## src/rtl/nonconsec_pkg.sv

```systemverilog
// nonconsec_pkg: shared state/error-mode types and the pulse-target helper for nonconsec_seq_gen
package nonconsec_pkg;
   typedef enum logic [2:0] {IDLE, A, LEAD, B, GAP, TAIL, C} state_e;
   typedef enum logic [1:0] {ERR_NONE, ERR_EXTRA_B, ERR_MISSING_B, ERR_NO_C} err_mode_e;
   // number of b pulses the sequence emits for a given error mode
   function automatic int target_count(err_mode_e m, int b_count);
      return m == ERR_EXTRA_B ? b_count + 1 : m == ERR_MISSING_B ? b_count - 1 : b_count;
   endfunction
endpackage

```

## src/rtl/nonconsec_seq_gen.sv

```systemverilog
// nonconsec_seq_gen: drives a, then N b pulses with programmable gaps, then c ("a |=> b[=N] ##1 c")
// Ports: clk/rst_n (async active-low); start_i requests a sequence while idle;
// lead_i/gap_i/tail_i idle-cycle counts; err_mode_i selects legal or faulty sequence;
// a_o/b_o/c_o protocol pulses; busy_o sequence in progress; done_o pulses in the final cycle.
module nonconsec_seq_gen
   import nonconsec_pkg::*;
#(
   parameter int B_COUNT = 3,
   parameter int GAP_W   = 4,
   parameter int TAIL_W  = 4
) (
   input  logic              clk,
   input  logic              rst_n,
   input  logic              start_i,
   input  logic [GAP_W-1:0]  lead_i,
   input  logic [GAP_W-1:0]  gap_i,
   input  logic [TAIL_W-1:0] tail_i,
   input  logic [1:0]        err_mode_i,
   output logic              a_o,
   output logic              b_o,
   output logic              c_o,
   output logic              busy_o,
   output logic              done_o
);
   localparam int CNT_W = GAP_W > TAIL_W ? GAP_W : TAIL_W;
   localparam int PC_W  = $clog2(B_COUNT + 2);
   state_e            r_state;
   state_e            w_next;
   err_mode_e         r_mode;
   logic [GAP_W-1:0]  r_lead;
   logic [GAP_W-1:0]  r_gap;
   logic [TAIL_W-1:0] r_tail;
   logic [CNT_W-1:0]  r_cnt;
   logic [PC_W-1:0]   r_pcnt;
   logic [PC_W-1:0]   w_target;
   logic              w_last;
   logic              r_a, r_b, r_c, r_busy, r_done;
   assign w_target = PC_W'(target_count(r_mode, B_COUNT));
   assign w_last   = (r_pcnt + PC_W'(1)) == w_target;
   always_comb begin
      w_next = r_state;
      case (r_state)
         IDLE:     w_next = start_i ? A : IDLE;
         A:        w_next = r_lead != '0 ? LEAD : B;
         LEAD,
         GAP:      w_next = r_cnt == '0 ? B : r_state;
         B:        w_next = w_last ? (r_tail != '0 ? TAIL : C) : (r_gap != '0 ? GAP : B);
         TAIL:     w_next = r_cnt == '0 ? C : TAIL;
         C:        w_next = IDLE;
         default:  w_next = IDLE;
      endcase
   end
   // Outputs are decoded from the next state so they are registered yet aligned with the state.
   // The single wait counter is loaded with (count-1) in the cycle before the wait state is entered.
   always_ff @(posedge clk or negedge rst_n) begin
      if (!rst_n) begin
         r_state <= IDLE;
         r_mode  <= ERR_NONE;
         r_lead  <= '0;
         r_gap   <= '0;
         r_tail  <= '0;
         r_cnt   <= '0;
         r_pcnt  <= '0;
         r_a     <= 1'b0;
         r_b     <= 1'b0;
         r_c     <= 1'b0;
         r_busy  <= 1'b0;
         r_done  <= 1'b0;
      end else begin
         r_state <= w_next;
         if (r_state == IDLE && start_i) begin
            r_lead <= lead_i;
            r_gap  <= gap_i;
            r_tail <= tail_i;
            r_mode <= err_mode_e'(err_mode_i);
         end
         r_pcnt <= r_state == A ? '0 : r_state == B ? r_pcnt + PC_W'(1) : r_pcnt;
         r_cnt  <= r_state == A ? CNT_W'(r_lead) - CNT_W'(1) :
                   r_state == B ? (w_last ? CNT_W'(r_tail) : CNT_W'(r_gap)) - CNT_W'(1) :
                   r_cnt != '0 ? r_cnt - CNT_W'(1) : r_cnt;
         r_a    <= w_next == A;
         r_b    <= w_next == B;
         r_c    <= w_next == C && r_mode != ERR_NO_C;
         r_done <= w_next == C;
         r_busy <= w_next != IDLE;
      end
   end
   assign a_o    = r_a;
   assign b_o    = r_b;
   assign c_o    = r_c;
   assign busy_o = r_busy;
   assign done_o = r_done;
endmodule
```

## config.mk

```make
export PLATFORM = sky130hd
export DESIGN_NAME = nonconsec_seq_gen
export DESIGN_NICKNAME = d
export VERILOG_FILES = /design/src/rtl/nonconsec_pkg.sv /design/src/rtl/nonconsec_seq_gen.sv
export SDC_FILE = /design/constraint.sdc
export NUM_CORES = 1
export LEC_CHECK = 0
export ABC_AREA = 1
export BUFFER_PORTS_ARGS = -buffer_cell sky130_fd_sc_hd__buf_2
export CAP_MARGIN = 0
export CELL_PAD_IN_SITES_DETAIL_PLACEMENT = 0
export CELL_PAD_IN_SITES_GLOBAL_PLACEMENT = 2
export CORE_ASPECT_RATIO = 2
export CORE_MARGIN = 2
export CORE_UTILIZATION = 33
export DETAILED_ROUTE_END_ITERATION = 8
export GPL_ROUTABILITY_DRIVEN = 0
export PLACE_DENSITY_LB_ADDON = 0.1
export SLEW_MARGIN = 40
export SYNTH_ARGS = -nofsm -noshare
export SYNTH_HDL_FRONTEND = slang
export SYNTH_SLANG_ARGS = --single-unit
```

## constraint.sdc

```tcl
create_clock -name clk -period 2.7 [get_ports clk]
set_input_delay 0.27 -clock clk [delete_from_list [all_inputs] [get_ports clk]]
set_output_delay 0.27 -clock clk [all_outputs]
set_load 0.03 [all_outputs]
```

After elaboration in Yosys (flattened, before gate mapping) --
Cells that the tools add are included.
Operators by class: $add $sub $neg 4, equal/unequal tests 12, multiplexer cells 16, reductions and logical operators 12
Operators by type and width (count):
- 2-to-1 mux 3 bit | 6
- 2-to-1 mux 4 bit | 4
- nonzero test 4 bit | 4
- one-hot mux 3 bit (5 select lines) | 1
- subtractor 4 x 1 -> 4 bit (second input constant) | 3
- == test 3 x 2 -> 1 bit (second input constant) | 3
- == test 3 bit (second input constant) | 3
- == test 3 x 1 -> 1 bit (second input constant) | 2
- nonzero test 3 bit | 2
- logical NOT 4 bit | 1
- 2-to-1 mux 2 bit | 2
- adder 3 x 1 -> 3 bit (second input constant) | 1
- == test 3 bit | 1
- logical NOT 3 bit | 1
- 2-to-1 mux 1 bit | 3
- == test 2 x 1 -> 1 bit (second input constant) | 1
- == test 2 bit (second input constant) | 1
- logical AND 1 bit | 2
- inequality test 2 bit (second input constant) | 1
- nonzero test 2 bit | 1
- OR reduction 2 bit | 1
Word-level totals: bits in registers 29, input bits 17, output and inout port bits 5, logic and storage cells 56

Longest topological paths before layout --
Gate-level depths: netlist of run 1.
depth after elaboration 8, gate-level depth with buffers 15, mapped depth without buffers 15

Worst setup path after synthesis of run 1 --
Ideal clock, no wire load.
path kind reg2reg, from register r_mode[0], to register r_cnt[1], library setup time 0.063 ns, data arrival time 1.919 ns, data required time 2.637 ns, setup slack 0.718 ns, stages on the path, launching flop included 13, path buffers 0, period minus slack after synthesis 1.982 ns, cell sequence dfrtp_1 > ha_1 > inv_1 > nand2_1 > nand2_1 > nand3_4 > o21ai_1 > nand2_1 > nand2_1 > inv_1 > ha_1 > or2_2 > inv_1
Between the ends: longest elaborated chain between the ends 8, elaborated cells on any way between the ends 9, classes of those cells add/sub (1); eq/ne (3); mux (5)
RTL lines:
- from (decl) | line nonconsec_seq_gen.sv:29 | err_mode_e r_mode;
- from (signal assigned) | line nonconsec_seq_gen.sv:75 | r_mode <= err_mode_e'(err_mode_i);
- == test 2 bit | line nonconsec_pkg.sv:7 | return m == ERR_EXTRA_B ? b_count + 1 : m == ERR_MISSING_B ? b_count - 1 : b_count;
- 2-to-1 mux 1 bit | line nonconsec_pkg.sv:7
- 2-to-1 mux 3 bit (*) | line nonconsec_pkg.sv:7
- == test 3 bit (*) | line nonconsec_seq_gen.sv:39 | assign w_last = (r_pcnt + PC_W'(1)) == w_target;
- 2-to-1 mux 4 bit (*) | line nonconsec_seq_gen.sv:79 | r_state == B ? (w_last ? CNT_W'(r_tail) : CNT_W'(r_gap)) - CNT_W'(1) :
- subtractor 4 x 1 -> 4 bit (*) | line nonconsec_seq_gen.sv:79
- 2-to-1 mux 4 bit (*) | line nonconsec_seq_gen.sv:79
- 2-to-1 mux 4 bit (*) | line nonconsec_seq_gen.sv:78 | r_cnt <= r_state == A ? CNT_W'(r_lead) - CNT_W'(1) :
- to (signal assigned) | line nonconsec_seq_gen.sv:78
- to (decl) | line nonconsec_seq_gen.sv:33 | logic [CNT_W-1:0] r_cnt;
Every way passes the cells marked *; elsewhere a longest branch is shown, timed or not. A chain may end at the register's enable or synchronous reset.

Worst setup path in the final report of run 1 --
Ends and elaborated chain as after synthesis.

==> results of run 1 <==
[placed cells by master, fill, tap and decap left out, drive strengths merged]
cell,synthesis,routed
inv,26,26
a21oi,6,6
o21ai,11,11
dfrtp,29,29
nor4,2,2
a221oi,1,1
nand2,67,67
a311oi,1,1
nand4,2,2
or2,1,1
ha,4,4
nor3,1,1
nand3,8,8
nor2,21,21
bufinv,0,1
buf,1,22
clkinv,1,1
o211ai,1,1
o22ai,1,1
clkbuf,1,7
[cells by family after synthesis]
group           count (synthesis)  share of synthesized area, %
buf+inv                        29                          7.52
simple gates                  102                          31.6
fa+ha+maj                       4                          3.34
flops                          29                          48.5
compound gates                 21                          9.03
[critical path: stages, from the launching register on]
cell and delay, ps:
dfrtp_1 400, ha_1 310, inv_1 60, nand2_1 40, nand2_1 140, nand3_4 140, o21ai_1 140, nand2_1 60
nand2_1 110, inv_1 60, ha_1 280, or2_2 290, inv_1 50
[synth_stat cells, drive strengths merged, types with 2 or more instances]
cell / n / area share (%)
nand2: 67 / 18
dfrtp: 29 / 48
inv: 26 / 6.7
nor2: 21 / 7.2
o21ai: 11 / 3.9
nand3: 8 / 4.2
a21oi: 6 / 2.3
ha: 4 / 3.3
nand4: 2 / 0.84
nor4: 2 / 0.84
[worst max-delay path by stage]
| stage | slack, ps | from | cells after the start | to |
|---|---|---|---|---|
| 6_report | 570 | r_mode[0] | 12 | r_cnt[1] |
| 5_1_grt | 410 | r_pcnt[0] | 13 | r_cnt[1] |
| 4_1_cts | 550 | r_mode[0] | 12 | r_cnt[1] |
| 3_5_place_dp | 580 | r_mode[0] | 12 | r_cnt[1] |
| 3_3_place_gp | 630 | r_mode[0] | 12 | r_cnt[1] |
| 2_1_floorplan | 720 | r_mode[0] | 12 | r_cnt[1] |
[where the power goes]
group          switching (mW)  internal (mW)  leakage [nW]
registers               0.131          0.639         0.364
logic                   0.737          0.382         0.527
clock network           0.169          0.301        0.0585
total                    1.04           1.32         0.949
[layer usage]
metal	GRT usage, %	share of wire [%]	up-vias
met1	17.3	39	564
li1	-	-	635
met3	3.00	2.7	8
met4	8.70	4.1	0
met2	26.9	54	21
met5	0	0	-
[flip-flops by register name, indices dropped and copies added, names as in the netlist]
| signal | count |
|---|---|
| r_tail | 4 |
| busy_o | 1 |
| r_lead | 4 |
| r_cnt | 4 |
| r_state | 3 |
| r_pcnt | 3 |
| r_mode | 2 |
| b_o | 1 |
| a_o | 1 |
| r_gap | 4 |
| c_o | 1 |
| done_o | 1 |
[final cells by class]
type | instances | area [um2]
fillers | 460 | 2550
flip-flops and latches | 29 | 726
well taps | 54 | 67.6
clock buffers | 7 | 86.3
repair buffers | 22 | 113
inverters | 27 | 104
clock inverters | 1 | 30.0
multi-input cells | 127 | 658
==> impl_metrics.tcl, run 1 <==
set metrics [dict create \
    std_cell_rows 34 \
    critPathKind "reg2reg" \
    antenna_cells 0 \
    num_vias 1228 \
    dpl-instance-area_um2 1670 \
    cp-end-kind "flop" \
    totalWireLength_mm 3.42 \
    setup.worst_path.start_class "flop" \
    hold_buffers 0 \
    synth.net_count 206 \
    routedWlPerCell_um 12.8 \
    dpl.hpwl_mm 2.69 \
    synth_area_um2 1500 \
    tritoncts "built" \
    synth_cell_types 30 \
    final_util_pct 41.1 \
    dp_slack_ps 584 \
    clkLatencyLatePin_ps 280 \
    final_area_um2 1780 \
    root_buffer "clkbuf_8" \
    fp.dieH_um 99.2 \
    crit_fanout 9 \
    r2r_slack_ps 570 \
    hold_class "in2async" \
    relSlewSlack_pct 55.9 \
    whs_ps 15.6 \
    cts_buffer_depth 2 \
    fin_worst_skew_ps 5.18 \
    dp_cells 259 \
    grt_remaining_overflow 0 \
    grt_setup_unrepaired "no" \
    grt_usage_pct 15.6 \
    cts.reportedPaths.clkPinSlew_ps 70 \
    drtIter0Drc 13 \
    seq_area_frac_synth_pct 48.5 \
    area_delta_synth_final_pct 19.2 \
    die_w_um 51.6 \
    synth_seq_cells 29 \
    ctsHtreeMaxLevel 2 \
    fin_crit_ps 2130 \
    drive_above_1_share_pct 24.4 \
    finalMaxSlewViolations 0 \
    critPathRequiredTime_ps 2920 \
    synth-warning-count 0 \
    synth_edf_count 0 \
    syn_inst 185 \
    viasPerCell 4.60 \
    cts_buffers 5 \
    synthFlopType "dfrtp_1" \
    final_nets 233 \
    period_share_pct 78.9 \
    syn_area_per_cell_um2 8.09 \
    max-cap-violations 0 \
    worstRegToRegCells 12 \
    grt_first_pass_wirelength_mm 5.90 \
    power_density_nw_per_um2 1320 \
    r2r-start "r_mode[0]" \
    tns_ps 0 \
    io_buffers 21 \
    synthArstFlopShare_pct 100 \
    core_um2 4340 \
    worst_pin_slew_ps 661 \
    crit_arrival_ps 2350 \
    stdcell_count 267 \
    finalSetupViolations 0 \
    clock_sinks 29 \
    p_leak_nw 0.949 \
    totalPowerFinal_mw 2.36 \
    dieArea_um2 5120 \
    final_hold_viol_count 0 \
    setup_slack_ps 571 \
    io-pin-count 22 \
    fmax_mhz 470 \
    antenna_found_initial 0 \
    ctsResizeCount 0 \
    first_global_vias 1291 \
    start_util_pct 34.5 \
    firstDrtPassIters 4 \
    drtAntennaViolNets 0 \
    r2r-end "r_cnt[1]" \
    post-cts-setup-buffer-count 0 \
    grt_start_max_net_pins 30 \
    drcViolationCount 0 \
    status "completed" \
    ir_worst_vdd_mv 0.544 \
]
(Power assumes the default switching activity.)
==> inputs of run 2 (changes only) <==
Settings changed: ABC_AREA 1 to 0, CORE_UTILIZATION 33 to 35.
Clock period 2.7 ns to 2.2 ns, I/O delays scaled along.
==> impl_metrics.tcl, run 2 <==
set metrics [dict create \
    r2r_slack_ps 120 \
    crit_fanout 5 \
    grt_start_max_net_pins 30 \
    cts.reportedPaths.clkPinSlew_ps 60 \
    crit_arrival_ps 2230 \
    relSlewSlack_pct 56.4 \
    seq_area_frac_synth_pct 48.5 \
    r2r-start "r_mode[0]" \
    synthArstFlopShare_pct 100 \
    fin_worst_skew_ps 4.37 \
    start_util_pct 36.6 \
    dpl.hpwl_mm 2.56 \
    synth_cell_types 36 \
    dieArea_um2 4840 \
    period_share_pct 94.4 \
    grt_first_pass_wirelength_mm 5.64 \
    synth_top_area_share_pct 48.5 \
    synthFlopType "dfrtp_1" \
    die_w_um 50.2 \
    core_um2 4090 \
    grt_remaining_overflow 0 \
    viasPerCell 5.11 \
    synth_edf_count 0 \
    fmax_mhz 482 \
    finalSetupViolations 0 \
    max-cap-violations 0 \
    drtAntennaViolNets 0 \
    root_buffer "clkbuf_8" \
    stdcell_count 233 \
    max_stage_delay_ps 400 \
    worst_pin_slew_ps 653 \
    wl_met2_mm 1.96 \
    cts_buffers 5 \
    dp_cells 221 \
    syn_area_per_cell_um2 10.2 \
    dr_wl_met3_um 91 \
    clkLatencyLatePin_ps 270 \
    status "completed" \
    critPathRequiredTime_ps 2350 \
    synth_area_leaders "dfrtp_1 (49%), mux2_2 (11%), nor2_1 (3.8%), ha_1 (3.3%), o21ai_0 (3.0%)" \
    drtIter0Drc 14 \
    hold_class "in2reg" \
    io-pin-count 22 \
    synth.net_count 167 \
    clock_sinks 29 \
    antenna_cells 0 \
    hold_end "r_mode[1]" \
    drive_above_1_share_pct 35.9 \
    worstHoldPathCells 3 \
    hp-start "err_mode_i[1]" \
    drcViolationCount 0 \
    worstPathCellList "ha_1, xnor2_1, o21ai_1, a31oi_2, inv_1, ha_1, xnor2_1, nor2_1" \
    finalMaxSlewViolations 0 \
    fin_crit_ps 2080 \
    fp.dieH_um 96.4 \
    std_cell_rows 33 \
    final_util_pct 46.2 \
    power_density_nw_per_um2 1680 \
    routedWlPerCell_um 14.5 \
    cts_buffer_depth 2 \
    ctsHtreeMaxLevel 2 \
    critPathKind "reg2reg" \
    wl_met1_mm 1.21 \
    synth.most_common_cell "dfrtp_1" \
    n_fill_cell 399 \
    setup.worst_path.start_class "flop" \
    antenna_found_initial 0 \
    totalWireLength_mm 3.38 \
    dr.max_layer_used "met4" \
    grt_usage_pct 16.2 \
    synth_commonest_cells "dfrtp_1 (29), nor2_1 (15), mux2_2 (14)" \
    cp_slowest_cell "dfrtp_1" \
    synth_area_um2 1500 \
    totalPowerFinal_mw 3.17 \
    synth_seq_cells 29 \
    num_vias 1190 \
    worstRegToRegCells 8 \
    syn_inst 146 \
    first_global_vias 1236 \
    synth-warning-count 0 \
    firstDrtPassIters 4 \
    synth_area_leader_cell "dfrtp_1" \
    tns_ps 0 \
    tritoncts "built" \
    p_leak_nw 0.854 \
    final_common_cell "dfrtp_1" \
    ir_worst_vdd_mv 0.873 \
    r2r-end "r_cnt[2]" \
    mostFrequentLayoutCells "dfrtp_1 (29), buf_2 (21), nor2_1 (14)" \
    io_buffers 21 \
    final_hold_viol_count 0 \
    final_nets 201 \
    area_delta_synth_final_pct 26.2 \
    cp-end-kind "flop" \
]
==> run 2: changes by cell type after synthesis, moves of 3 or more <==
| cell | change |
|---|---|
| nand2_1 | -50 |
| inv_1 | -15 |
| mux2_2 | +14 |
| nand2b_1 | +7 |
| nand2_2 | -6 |
| clkbuf_1 | +4 |
| inv_2 | -4 |
| a31oi_1 | +3 |
==> run 2: critical path: cells and delay by family (launching register included) <==
kind	cells	cell delay, ps
fa+ha+maj	2	520
compound gates	2	390
xor+xnor	2	520
buf+inv	1	70
flops	1	400
simple gates	1	60
==> run 2: cells by family after synthesis <==
logic type | Yosys count | synth area share [%]
AND/OR/NAND/NOR | 52 | 18.3
AO/OA/AOI/OAI | 27 | 11.7
flip-flops | 29 | 48.5
adder cells (fa/ha/maj) | 4 | 3.35
multiplexers | 16 | 12.0
buffers and inverters | 14 | 3.77
XOR/XNOR | 4 | 2.34
==> run 2: metal layers <==
layer | track usage [%] | vias to the layer above
met5 | 0 | -
met4 | 10.4 | 0
met3 | 3.23 | 10
met2 | 31.3 | 22
met1 | 14.8 | 581
li1 | - | 577
==> run 2: cell type report <==
type | count | area [um2] | share of cell area (%)
multi-input combinational | 103 | 759 | 40.3
sequential | 29 | 726 | 38.5
timing repair buffer | 35 | 213 | 11.3
clock buffer | 7 | 96.3 | 5.11
tap | 52 | 65.1 | 3.45
inverter | 6 | 22.5 | 1.19
clock inverter | 1 | 5.00 | 0.265
==> run 2: timing repair <==
action                     in CTS  in global routing
setup endpoints to repair       1                  6
pin swaps                       2                  4
hold endpoints to repair       29                  0
resized for setup               3                  6
hold buffers                    1                  0
buffers inserted                3                  0
gates cloned                    0                  0
==> run 2: worst max path at each step <==
stage | depth (start not counted) | endpoint | slack, ps | startpoint
floorplan | 7 | r_cnt[3] | 30 | r_pcnt[0]
global placement | 7 | r_cnt[3] | -8 | r_pcnt[0]
detailed placement | 7 | r_cnt[3] | -90 | r_pcnt[0]
CTS | 7 | r_cnt[3] | 30 | r_pcnt[0]
global route | 10 | r_cnt[2] | -20 | r_pcnt[0]
finish | 8 | r_cnt[2] | 120 | r_mode[0]
==> run 2: metrics by stage <==
step	area (um2)	worst slack [ps]	hold WS (ps)
2_1_floorplan	1500	27.8	-75.6
3_3_place_gp	1710	-7.70	274
3_5_place_dp	1710	-93.7	286
4_1_cts	1860	27.3	149
5_1_grt	1890	-15.8	155
6_report	1890	123	155
==> run 2: power by group <==
group / internal, mW / total (mW) / switching [mW] / leakage (nW)
Combinational: 0.815 / 1.71 / 0.893 / 0.446
Clock: 0.282 / 0.476 / 0.194 / 0.0542
Sequential: 0.795 / 0.990 / 0.195 / 0.353
Total: 1.89 / 3.17 / 1.28 / 0.854
